===== src/rtl/int_controller.sv =====
// Seven-source interrupt controller with mask, routing and priority vector.
// Edge-triggered pending latch when INTC_EDGE_EN is defined, level mode otherwise.
module int_controller (
   input  logic        CLK,
   input  logic        RESET,
   input  logic        CS,
   input  logic [1:0]  ADDR,
   input  logic [15:0] DIN,
   output logic [15:0] DOUT,
   input  logic        RDN,
   input  logic        WR0N,
   input  logic        WR1N,
   input  logic [6:0]  INTS,
   output logic        INT0,
   output logic        INT1
);

   logic [6:0]  s1_q, s2_q;
   logic [6:0]  mask_q, mask_d;
   logic [6:0]  route_q, route_d;
   logic [6:0]  pend_q, pend_d;
   logic        int0_q, int0_d;
   logic        int1_q, int1_d;
   logic [6:0]  pm_w;
   logic [15:0] vec_w;
   logic        wr_en;
   logic        unused_w;

   assign unused_w = ^{WR1N, DIN[15:7]};
   assign wr_en    = CS & ~WR0N;
   assign pm_w     = pend_q & mask_q;

`ifdef INTC_EDGE_EN
   logic [6:0] s3_q;
   logic [6:0] clr_w;

   assign clr_w = (wr_en && ADDR == 2'd1) ? DIN[6:0] : 7'd0;

   always_ff @(posedge CLK) begin
      if (RESET) s3_q <= '0;
      else       s3_q <= s2_q;
   end

   // A fresh edge wins over a same-cycle clear of that bit.
   always_comb begin
      pend_d = (pend_q & ~clr_w) | (s2_q & ~s3_q);
   end
`else
   always_comb begin
      pend_d = s2_q;
   end
`endif

   always_comb begin
      mask_d  = mask_q;
      route_d = route_q;
      if (wr_en && ADDR == 2'd0) mask_d  = DIN[6:0];
      if (wr_en && ADDR == 2'd3) route_d = DIN[6:0];
      int0_d = |(pend_q & mask_q & ~route_q);
      int1_d = |(pend_q & mask_q & route_q);
   end

   always_ff @(posedge CLK) begin
      if (RESET) begin
         s1_q    <= '0;
         s2_q    <= '0;
         mask_q  <= '0;
         route_q <= '0;
         pend_q  <= '0;
         int0_q  <= 1'b0;
         int1_q  <= 1'b0;
      end else begin
         s1_q    <= INTS;
         s2_q    <= s1_q;
         mask_q  <= mask_d;
         route_q <= route_d;
         pend_q  <= pend_d;
         int0_q  <= int0_d;
         int1_q  <= int1_d;
      end
   end

   // Scan downward so the lowest-numbered active bit is the one kept.
   always_comb begin
      vec_w = 16'h8000;
      for (int i = 6; i >= 0; i--) begin
         if (pm_w[i]) vec_w = {13'd0, 3'(i)};
      end
   end

   always_comb begin
      DOUT = 16'h0000;
      if (CS && !RDN) begin
         unique case (ADDR)
            2'd0: DOUT = {9'd0, mask_q};
            2'd1: DOUT = {9'd0, pend_q};
            2'd2: DOUT = vec_w;
            2'd3: DOUT = {9'd0, route_q};
            default: DOUT = 16'h0000;
         endcase
      end
   end

   assign INT0 = int0_q;
   assign INT1 = int1_q;

endmodule


===== config.mk =====
export PLATFORM = sky130hd
export DESIGN_NAME = int_controller
export DESIGN_NICKNAME = d
export VERILOG_FILES = /design/src/rtl/int_controller.sv
export SDC_FILE = /design/constraint.sdc
export NUM_CORES = 1
export LEC_CHECK = 0
export ABC_AREA = 0
export CAP_MARGIN = 15
export CORE_MARGIN = 2
export CORE_UTILIZATION = 45
export DETAILED_ROUTE_END_ITERATION = 8
export PLACE_DENSITY = 0.78
export SYNTH_ARGS = -nofsm -noshare
export SYNTH_HDL_FRONTEND = slang
export SYNTH_SLANG_ARGS = --single-unit

===== constraint.sdc =====
create_clock -name CLK -period 2.4 [get_ports CLK]
set_input_delay 0.48 -clock CLK [delete_from_list [all_inputs] [get_ports CLK]]
set_output_delay 0.48 -clock CLK [all_outputs]
set_load 0.01 [all_outputs]

Word level (Yosys, flattened, before mapping)
Index checks and enable logic that the tools add are counted.

Equal/unequal tests: 3. Reductions and logical operators: 7. Muxes and demuxes: 9. Bitwise operators: 6.

Operators by type and width (number): two-way mux 16 bit (8); one-hot mux 16 bit (4 select lines) (1); bitwise AND 7 bit (3); OR reduction 7 bit (2); inverter 7 bit (1); == test 2 bit (second input constant) (2); logical AND 1 bit (3); == test 2 x 1 -> 1 bit (second input constant) (1); logical NOT 2 bit (1); bitwise AND 1 bit (1); logical NOT 1 bit (1); inverter 1 bit (1).

Flip-flop bits (word level): 37. Logic and storage cells: 32.

Depth between registers and ports, before layout
Depth after elaboration: 10. Gate-level depth with buffers: 6. Depth with buffers taken out: 4.

Least setup slack after synthesis
No wires, ideal clock.

Path type: input-to-output. Start: input ADDR[0]. End: output DOUT[2]. Required time: 1.920 ns. Cell stages on the path: 4. Buffers on the path: 0. Arrival time: 1.304 ns. Setup slack: 0.616 ns. Cell sequence: nand2b_1 a211oi_2 nand4_1 a211oi_1.

Word-level cells in the longest chain between the ends: 3. Elaborated cells between the ends (all ways): 6. Classes of those cells: 3 x eq/ne; 2 x mux; 1 x reduce/logical.

Ends and longest elaborated chain: from (decl) (line 7) `input logic [1:0] ADDR,`; == test 2 bit, or another cell as far along (line 94) `unique case (ADDR)`; one-hot mux 16 bit (4 select lines) (*) (line 94); two-way mux 16 bit (*) (line 93) `if (CS && !RDN) begin`; to (decl) (line 9) `output logic [15:0] DOUT,`.

Mark *: on every way between the ends. The rest lies on a longest branch, timed or not.

Worst setup path in the final report
Start: input RDN. End: output DOUT[5].

Word-level cells in the longest chain between the ends: 3.

Ends and longest elaborated chain: from (decl) (line 10) `input logic RDN,`; logical NOT 1 bit (line 93); logical AND 1 bit (line 93); two-way mux 16 bit (line 93).

Every way passes these cells.

==> flow_summary_export.csv <==
group,metric,value,unit
cts,clkSinkCount,37,
floorplan,die_y,63.38,um
floorplan,io_pins,49,
outcome,status,"finished clean",
power,seq_power_share,0.498,
sta,setup_viol,0,
setup_path,path_class,"in2out",
sta,min_period,2.184,ns
sta,hold_viol,0,
detailed_routing,firstDrtPassIters,4,
finish,fillers,320,
detailed_routing,vias,1270,
setup_path,r2r_slack,1.33,ns
min_path,whs_endpoint,"pend_q[4]",
setup_path,reg2reg_from,"mask_q[3]",
setup_path,r2r_end,"INT0",
sta,drv_slew,0,
synthesis,yosys_warnings,0,
sta,holdWs,0.4430,ns
sta,finClkSkew,0.01006,ns
finish,insertedDiodeCount,0,
synthesis,syn_inst,174,
detailed_routing,drt_iter0_markers,99,
cts,hold_buffers,0,
detailed_routing,routedWlPerCell,12.38,um
flow_run,max_cap_violations,0,
cts,cts_made_buffers,5,
setup_path,cp_data_required_time,1.92,ns
setup_path,cp.arrival,1.70,ns
detailed_routing,wirelength,3.206,mm
grt,overflow,0,
floorplan,core_area,0.003363,mm2
synthesis,ys.flop_type,"dfxtp_1",
power,p_per_area,619.8,mW/mm2
cts,cts_tree,"built",
min_path,hold_depth,1,
finish,final_nets,243,
sta,fin_crit_sh,0.9099,
power,combinationalPowerShare,0.097,
grt,grt_antenna_before_repair,0,
synthesis,synth-edff-count,0,
floorplan,placementRows,21,
place,pre_cts_ws,-0.3543,ns
synthesis,synth_area,0.001587,mm2
cts,htree_levels,2,
synthesis,synth.avg_cell_area,9.118,um2
power,p_switching,0.0002666,W
finish,syn2layout_area_growth,31.39,%
setup_path,end_kind,"output port",
finish,multiInputGateArea,782.0,um2
finish,final_util,0.6198,
cts,clk_path_buf_depth,2,
sta,setup_slack,0.2163,ns
power,leakagePower,0.8990,nW
cts,clk_latency,0.34,ns
grt,grt_usage,0.1692,
place,place_hpwl,2.199,mm
min_path,hold_path.class,"reg2reg",
sta,rsz0062_at_grt,"false",
floorplan,die_area,0.004016,mm2
detailed_routing,via_per_inst,4.903,
grt,grt_max_degree,38,
grt,grt_pass1_vias,1207,
power,internal_power,0.001025,W
synthesis,synth_cell_types,31,
place,io_buffers,30,
synthesis,ys_seq_elements,37,
finish,drive_gt1_frac,0.1549,
cts,clk_pin_slew,0.12,ns
synthesis,async_reset_ff_frac,0,
setup_path,worstSetupStartpointType,"input pin",
sta,fmax,0.4579,GHz
power,pwr-share-clk,0.404,
place,gp_congestion,0.9038,
detailed_routing,ant_nets,0,
setup_path,cp_max_fo,7,
finish,seq_area,740.7,um2
grt,grt_pass1_wl,5.361,mm
floorplan,fp.dieW,63.38,um
floorplan,start_util,0.4717,
power,sw_frac_of_total,0.2064,
min_path,hp-start,"pend_d[4]",
power,ir_drop,409.8,uV
cts,clock-root-buffer,"clkbuf_4",
synthesis,yosysSeqAreaShare,0.4669,
detailed_routing,drc,0,
setup_path,reg2regPathDepth,4,
-- kinds of logic (layout without fill, tap and decap cells) --
kind of cell	after synthesis	in the layout	synth area share
simple gates	73	73	0.2413
flops	37	37	0.4669
buf+inv	21	53	0.07886
mux	18	18	0.1136
other cells	1	8	0.002364
compound gates	24	24	0.09700
-- sequential cells by signal (all words and copies together) (netlist names) --
name     flops
pend_d       7
pend_q       7
INT1         1
route_q      7
INT0         1
s1_q         7
mask_q       7
-- layout by cell type (no fill, tap or decap), types with 2 or more instances in the layout --
| cell | instances |
|---|---|
| a211oi_2 | 2 |
| a21oi_1 | 12 |
| and2_4 | 2 |
| buf_4 | 11 |
| bufinv_16 | 2 |
| clkbuf_4 | 5 |
| clkdlybuf4s15_2 | 2 |
| clkdlybuf4s50_1 | 20 |
| conb_1 | 8 |
| dfxtp_1 | 37 |
| dlygate4sd2_1 | 5 |
| dlymetal6s2s_1 | 2 |
| inv_1 | 3 |
| mux2i_1 | 18 |
| nand2_1 | 9 |
| nand3_1 | 6 |
| nor2_1 | 23 |
| nor2b_1 | 21 |
| nor3_1 | 4 |
| o221ai_1 | 2 |
| o22ai_1 | 2 |
-- through the flow --
stage          TNS (ns)  total power, W  instance area [um2]  std cells
2_1_floorplan         0       0.0007251                 1613        181
3_3_place_gp     -1.849       0.0007710                 1924        248
3_5_place_dp     -1.813       0.0007730                 1924        248
4_1_cts        -0.06998        0.001303                 2054        259
5_1_grt               0        0.001354                 2085        259
6_report              0        0.001292                 2085        259
-- how the worst max path moves through the flow --
stage | start | to | slack, ns | cells past startpoint
final | RDN | DOUT[5] | 0.22 | 5
after global placement | ADDR[0] | DOUT[1] | -0.36 | 6
after floorplan | ADDR[0] | DOUT[2] | 0.62 | 4
after CTS | ADDR[0] | DOUT[2] | -0.07 | 6
after global routing | mask_q[4] | DOUT[2] | 0.14 | 5
after detailed placement | ADDR[0] | DOUT[2] | -0.35 | 6
-- critical path, stage by stage --
cell and delay [ns]:
clkdlybuf4s50_1 0.39, nand2b_2 0.26, buf_4 0.18, nor2_1 0.11, dlygate4sd2_1 0.27
-- layer usage --
layer	vias up	routed length, um	part of all wire	global-route usage
met5	-	0	0	0
met4	0	79	0.025	0.07609
met3	9	168	0.052	0.03750
met2	45	1540	0.48	0.2908
met1	567	1417	0.44	0.2002
li1	649	-	-	-
-- cell usage after synthesis, types with 2 or more instances --
cell type  instances  share of area
nor2b_1           21          0.083
nor2_1            23          0.054
nor3_1             5          0.016
o22ai_1            2         0.0079
a21oi_1           12          0.038
clkbuf_1           4         0.0095
o221ai_1           2          0.011
mux2i_1           18           0.11
nand3_1            6          0.019
dfxtp_1           37           0.47
a211oi_1           3          0.014
buf_1              2         0.0047
nand2b_1           2         0.0079
buf_4             10          0.047
inv_1              3         0.0071
nand2_1            9          0.021
-- area by class of cell --
class,count,share of cell area
inverters,3,0.005402
clock inverters,3,0.03121
multi-input cells,123,0.3751
well taps,46,0.02761
repair buffers,42,0.1873
flip-flops and latches,37,0.3553
clock buffers,5,0.01801
-- power groups by stage --
stage / sequential (W) / clock [W] / combinational, W
finish: 0.000644 / 0.000523 / 0.000126
global route: 0.000647 / 0.000570 / 0.000137
CTS: 0.000644 / 0.000538 / 0.000122
detailed placement: 0.000658 / 0 / 0.000115
global placement: 0.000657 / 0 / 0.000114
floorplan: 0.000654 / 0 / 0.0000708
-- timing repair --
action,in CTS,in global routing
pin swaps,1,2
setup buffers,3,0
endpoints found under the hold margin,0,0
resized for setup,20,6
setup endpoints to repair,8,6
Power figures use the tool's default switching activity.
==> edit 1: new RTL, same flow settings <==
Register the inputs `CS`, `RDN`, `WR0N`, `WR1N` and `INTS` before use. The logic sees them one clock later. The other inputs are not delayed to match.
--- a/src/rtl/int_controller.sv
+++ b/src/rtl/int_controller.sv
@@ -15,6 +15,20 @@
    output logic        INT1
 );
 
+   logic CS_q;
+   logic RDN_q;
+   logic WR0N_q;
+   logic WR1N_q;
+   logic [6:0] INTS_q;
+
+   always_ff @(posedge CLK) begin
+      CS_q   <= CS;
+      RDN_q  <= RDN;
+      WR0N_q <= WR0N;
+      WR1N_q <= WR1N;
+      INTS_q <= INTS;
+   end
+
    logic [6:0]  s1_q, s2_q;
    logic [6:0]  mask_q, mask_d;
    logic [6:0]  route_q, route_d;
@@ -26,8 +40,8 @@
    logic        wr_en;
    logic        unused_w;
 
-   assign unused_w = ^{WR1N, DIN[15:7]};
-   assign wr_en    = CS & ~WR0N;
+   assign unused_w = ^{WR1N_q, DIN[15:7]};
+   assign wr_en    = CS_q & ~WR0N_q;
    assign pm_w     = pend_q & mask_q;
 
 `ifdef INTC_EDGE_EN
@@ -70,7 +84,7 @@
          int0_q  <= 1'b0;
          int1_q  <= 1'b0;
       end else begin
-         s1_q    <= INTS;
+         s1_q    <= INTS_q;
          s2_q    <= s1_q;
          mask_q  <= mask_d;
          route_q <= route_d;
@@ -90,7 +104,7 @@
 
    always_comb begin
       DOUT = 16'h0000;
-      if (CS && !RDN) begin
+      if (CS_q && !RDN_q) begin
          unique case (ADDR)
             2'd0: DOUT = {9'd0, mask_q};
             2'd1: DOUT = {9'd0, pend_q};
Behaviour: not the same (a bounded check fails within 4 cycles, from zero or initial values and one cycle with RESET high).
==> edit 1 against the unedited design <==
Sequential cell count is 10 higher. Area after synthesis is 12% higher. Global-route usage is 0.82 points lower. Via count is 2.9% higher. Combinational power is 6% lower. Cell area is 6.5% higher. Wire length is 5.1% higher. Power is 10% higher. Non-clock buffer count is 5 lower. Worst setup slack worse by 170 ps. Die area is 12% higher. Synthesized cell count is 6.3% higher. Largest power group unchanged. Highest routed layer unchanged.
==> edit 1: results (changes against the unedited design) <==
[run_status]
status=complete, no violations

[worst_setup_path]
max_stage_delay_ps=480  ; +90 ps
crit_fanout=4  ; -3
rr_endpoint=mask_q[6]
startpoint=ADDR[0]
arrival_ps=1870  ; +170 ps

[finish]
buffers=37  ; -12%
sh_seq_area_pct=42.4  ; +6.8 points
seq_cells=47  ; +27%
drive_above_1_share_pct=12.8  ; -2.7 points
finalNetCount=249  ; +2.5%
fill_cells=342  ; +6.9%
multi_input_area_um2=778  ; -0.48%
clk_share_pct=4.11  ; -0.81 points

[route]
drt_iter0_markers=84  ; -15%
via_count=1307  ; +2.9%

[grt]
grt_pass1_wl_um=5200  ; -3.0%
grt_pass1_vias=1149  ; -4.8%

[timing]
setup_slack_ps=48.1  ; -168 ps

[placed_design]
hpwl_um=2300  ; +4.6%
gp_congestion=0.900  ; -0.43%

[logic_synthesis]
seq_area_frac_synth_pct=52.8  ; +6.1 points
netlist_top_cells_area=dfxtp_1 (53%), mux2i_1 (10%), nor2b_1 (7.4%)
ys_types=30  ; -3.2%

[power]
irDropWorstVdd_v=0.000415  ; +1.2%

[cts]
cts_resized=12  ; -40%

[edit 1: cell types whose count changed in the layout (fill, tap and decap cells not counted), sizes merged, moves of 2 or more]
cell / before / now
dfxtp: 37 / 47
buf: 13 / 9
dlygate4sd2: 5 / 2
bufinv: 2 / 0
clkbuf: 5 / 7
clkdlybuf4s15: 2 / 0
clkdlybuf4s50: 20 / 22
inv: 3 / 5
[edit 1: through the flow]
stage	hold WS, ps	total power (W)
global placement	416	0.000949
floorplan	414	0.000905
detailed placement	421	0.000952
finish	439	0.00142
global route	454	0.00148
CTS	442	0.00143
[edit 1: where the power goes]
group,internal (W),switching [W]
Clock,0.000211,0.000275
Sequential,0.000807,0.0000127
Combinational,0.0000637,0.0000541
[edit 1: cell families after synthesis]
logic type	count (synthesis)	share of synthesized area (%)
AOI/OAI and AO/OA	23	7.79
buffers and inverters	21	7.02
DFF	47	52.8
muxes	18	10.1
other	1	0.210
and+or+nand+nor	75	22.1
==> edit 2: new RTL, same settings <==
Made on the original files. Add a define of `INTC_EDGE_EN`.
--- a/src/rtl/int_controller.sv
+++ b/src/rtl/int_controller.sv
@@ -1,5 +1,7 @@
 // Seven-source interrupt controller with mask, routing and priority vector.
 // Edge-triggered pending latch when INTC_EDGE_EN is defined, level mode otherwise.
+`define INTC_EDGE_EN
+
 module int_controller (
    input  logic        CLK,
    input  logic        RESET,
Check against the original RTL: not equivalent (Yosys sat finds a counterexample within 10 cycles, from zero or initial values and one cycle with RESET high).
==> edit 2 against the unedited design <==
Cell area rose by 12%. Power rose by 3.7%. Sequential cell count rose by 7. Worst hold slack got worse by 4.3 ps. Wire length rose by 16%. Global-route usage rose by 0.98 points. Area after synthesis rose by 17%. Worst setup slack got worse by 120 ps. Count of clock-buffer cells in the layout rose by 1. Clock power fell by 19%. Critical path type unchanged. Largest power group unchanged.
==> edit 2: results (changes against the unedited design) <==
[run_status]
status=complete, no violations

[worst_setup_path]
startpoint=ADDR[0]
arrival_ps=1830  ; +130 ps
regToRegSetupSlack_ps=1290  ; -40 ps
cp_slowest_cell=dlygate4sd2_1
crit_fanout=5  ; -2
crit_path_end=DOUT[2]

[finish]
drive_above_1_share_pct=11.2  ; -4.3 points
finalNetCount=281  ; +16%
fill_cells=378  ; +18%

[grt]
grt_usage_pct=17.9  ; +0.98 points
grt_pass1_wl_um=6110  ; +14%
grt_max_degree=45  ; +18%

[route]
via_count=1492  ; +17%
wl_per_cell_um=12.4  ; +0.42%
drt_iter0_markers=120  ; +21%

[cts]
cts_resized=18  ; -10%
clkLatencyLatePin_ps=290  ; -50 ps
path_clk_slew_ps=70  ; -50 ps
post-cts-setup-buffers=0  ; -3
cts_root_buffer=clkbuf_8

[placed_design]
place_ws_ps=-427  ; -72.9 ps
dpl_cell_area_mm2=0.00224  ; +16%
gp_congestion=0.924  ; +2.2%
hpwl_um=2670  ; +21%

[logic_synthesis]
seq_area_frac_synth_pct=47.3  ; +0.59 points
synth_compound_area_share_pct=10.9  ; +1.2 points
synthMuxAreaShare_pct=9.67  ; -1.7 points
ys_types=30  ; -3.2%
synth_common_cells=dfxtp_1 (44), nor2_1 (30), nor2b_1 (25)

[worst_hold_path]
min_from=s1_q[4]

[power]
p_leak_nw=0.988  ; +9.9%
irDropWorstVdd_v=0.000397  ; -3.0%
p_sw_w=0.000310  ; +16%

[timing]
clock_skew_ps=6.20  ; -3.86 ps
holdWs_ps=439  ; -4.30 ps
fmax_ghz=0.433  ; -5.4%

==> edit 2: changes by cell type in the layout (fill, tap and decap cells not counted), sizes merged, moves of 2 or more <==
cell / delta
a21oi: +10
dfxtp: +7
nor2: +7
nand2: +4
nor2b: +4
dlygate4sd2: +3
inv: +3
bufinv: -2
dlymetal6s2s: -2
==> edit 2: power by group through the flow <==
stage | combinational (W) | sequential [W] | clock [W]
after floorplan | 0.0000866 | 0.000784 | 0
after global placement | 0.000141 | 0.000787 | 0
after detailed placement | 0.000142 | 0.000788 | 0
after CTS | 0.000145 | 0.000771 | 0.000443
after global routing | 0.000160 | 0.000774 | 0.000472
final | 0.000145 | 0.000772 | 0.000424
==> edit 2: layout make-up <==
cell class              instances  area, µm²  area share (%)
well taps                      50       62.6            2.68
multi-input cells             149        895            38.3
clock buffers                   6       72.6            3.11
clock inverters                 1       5.00           0.214
flip-flops and latches         44        881            37.7
repair buffers                 44        395            16.9
inverters                       6       22.5           0.965
==> edit 2: worst min path at each step <==
| stage | to |
|---|---|
| finish | s2_q[4] |
| global route | s2_q[3] |
| CTS | s2_q[6] |
| detailed placement | s2_q[6] |
| global placement | s2_q[6] |
| floorplan | s2_q[0] |
==> edit 2: kinds of logic after synthesis <==
group / after synthesis
AO/OA/AOI/OAI: 34
buffers and inverters: 26
flip-flops: 44
multiplexers: 18
other: 1
AND/OR/NAND/NOR: 89
==> edit 2: layer usage <==
layer | vias to the layer above | part of all wire [%] | routed length (µm) | global-route usage (%)
li1 | 769 | - | - | -
met1 | 677 | 48 | 1810 | 22.5
met2 | 42 | 45 | 1690 | 29.1
met3 | 4 | 5.3 | 196 | 5.43
met4 | 0 | 0.91 | 34 | 6.00
met5 | - | 0 | 0 | 0
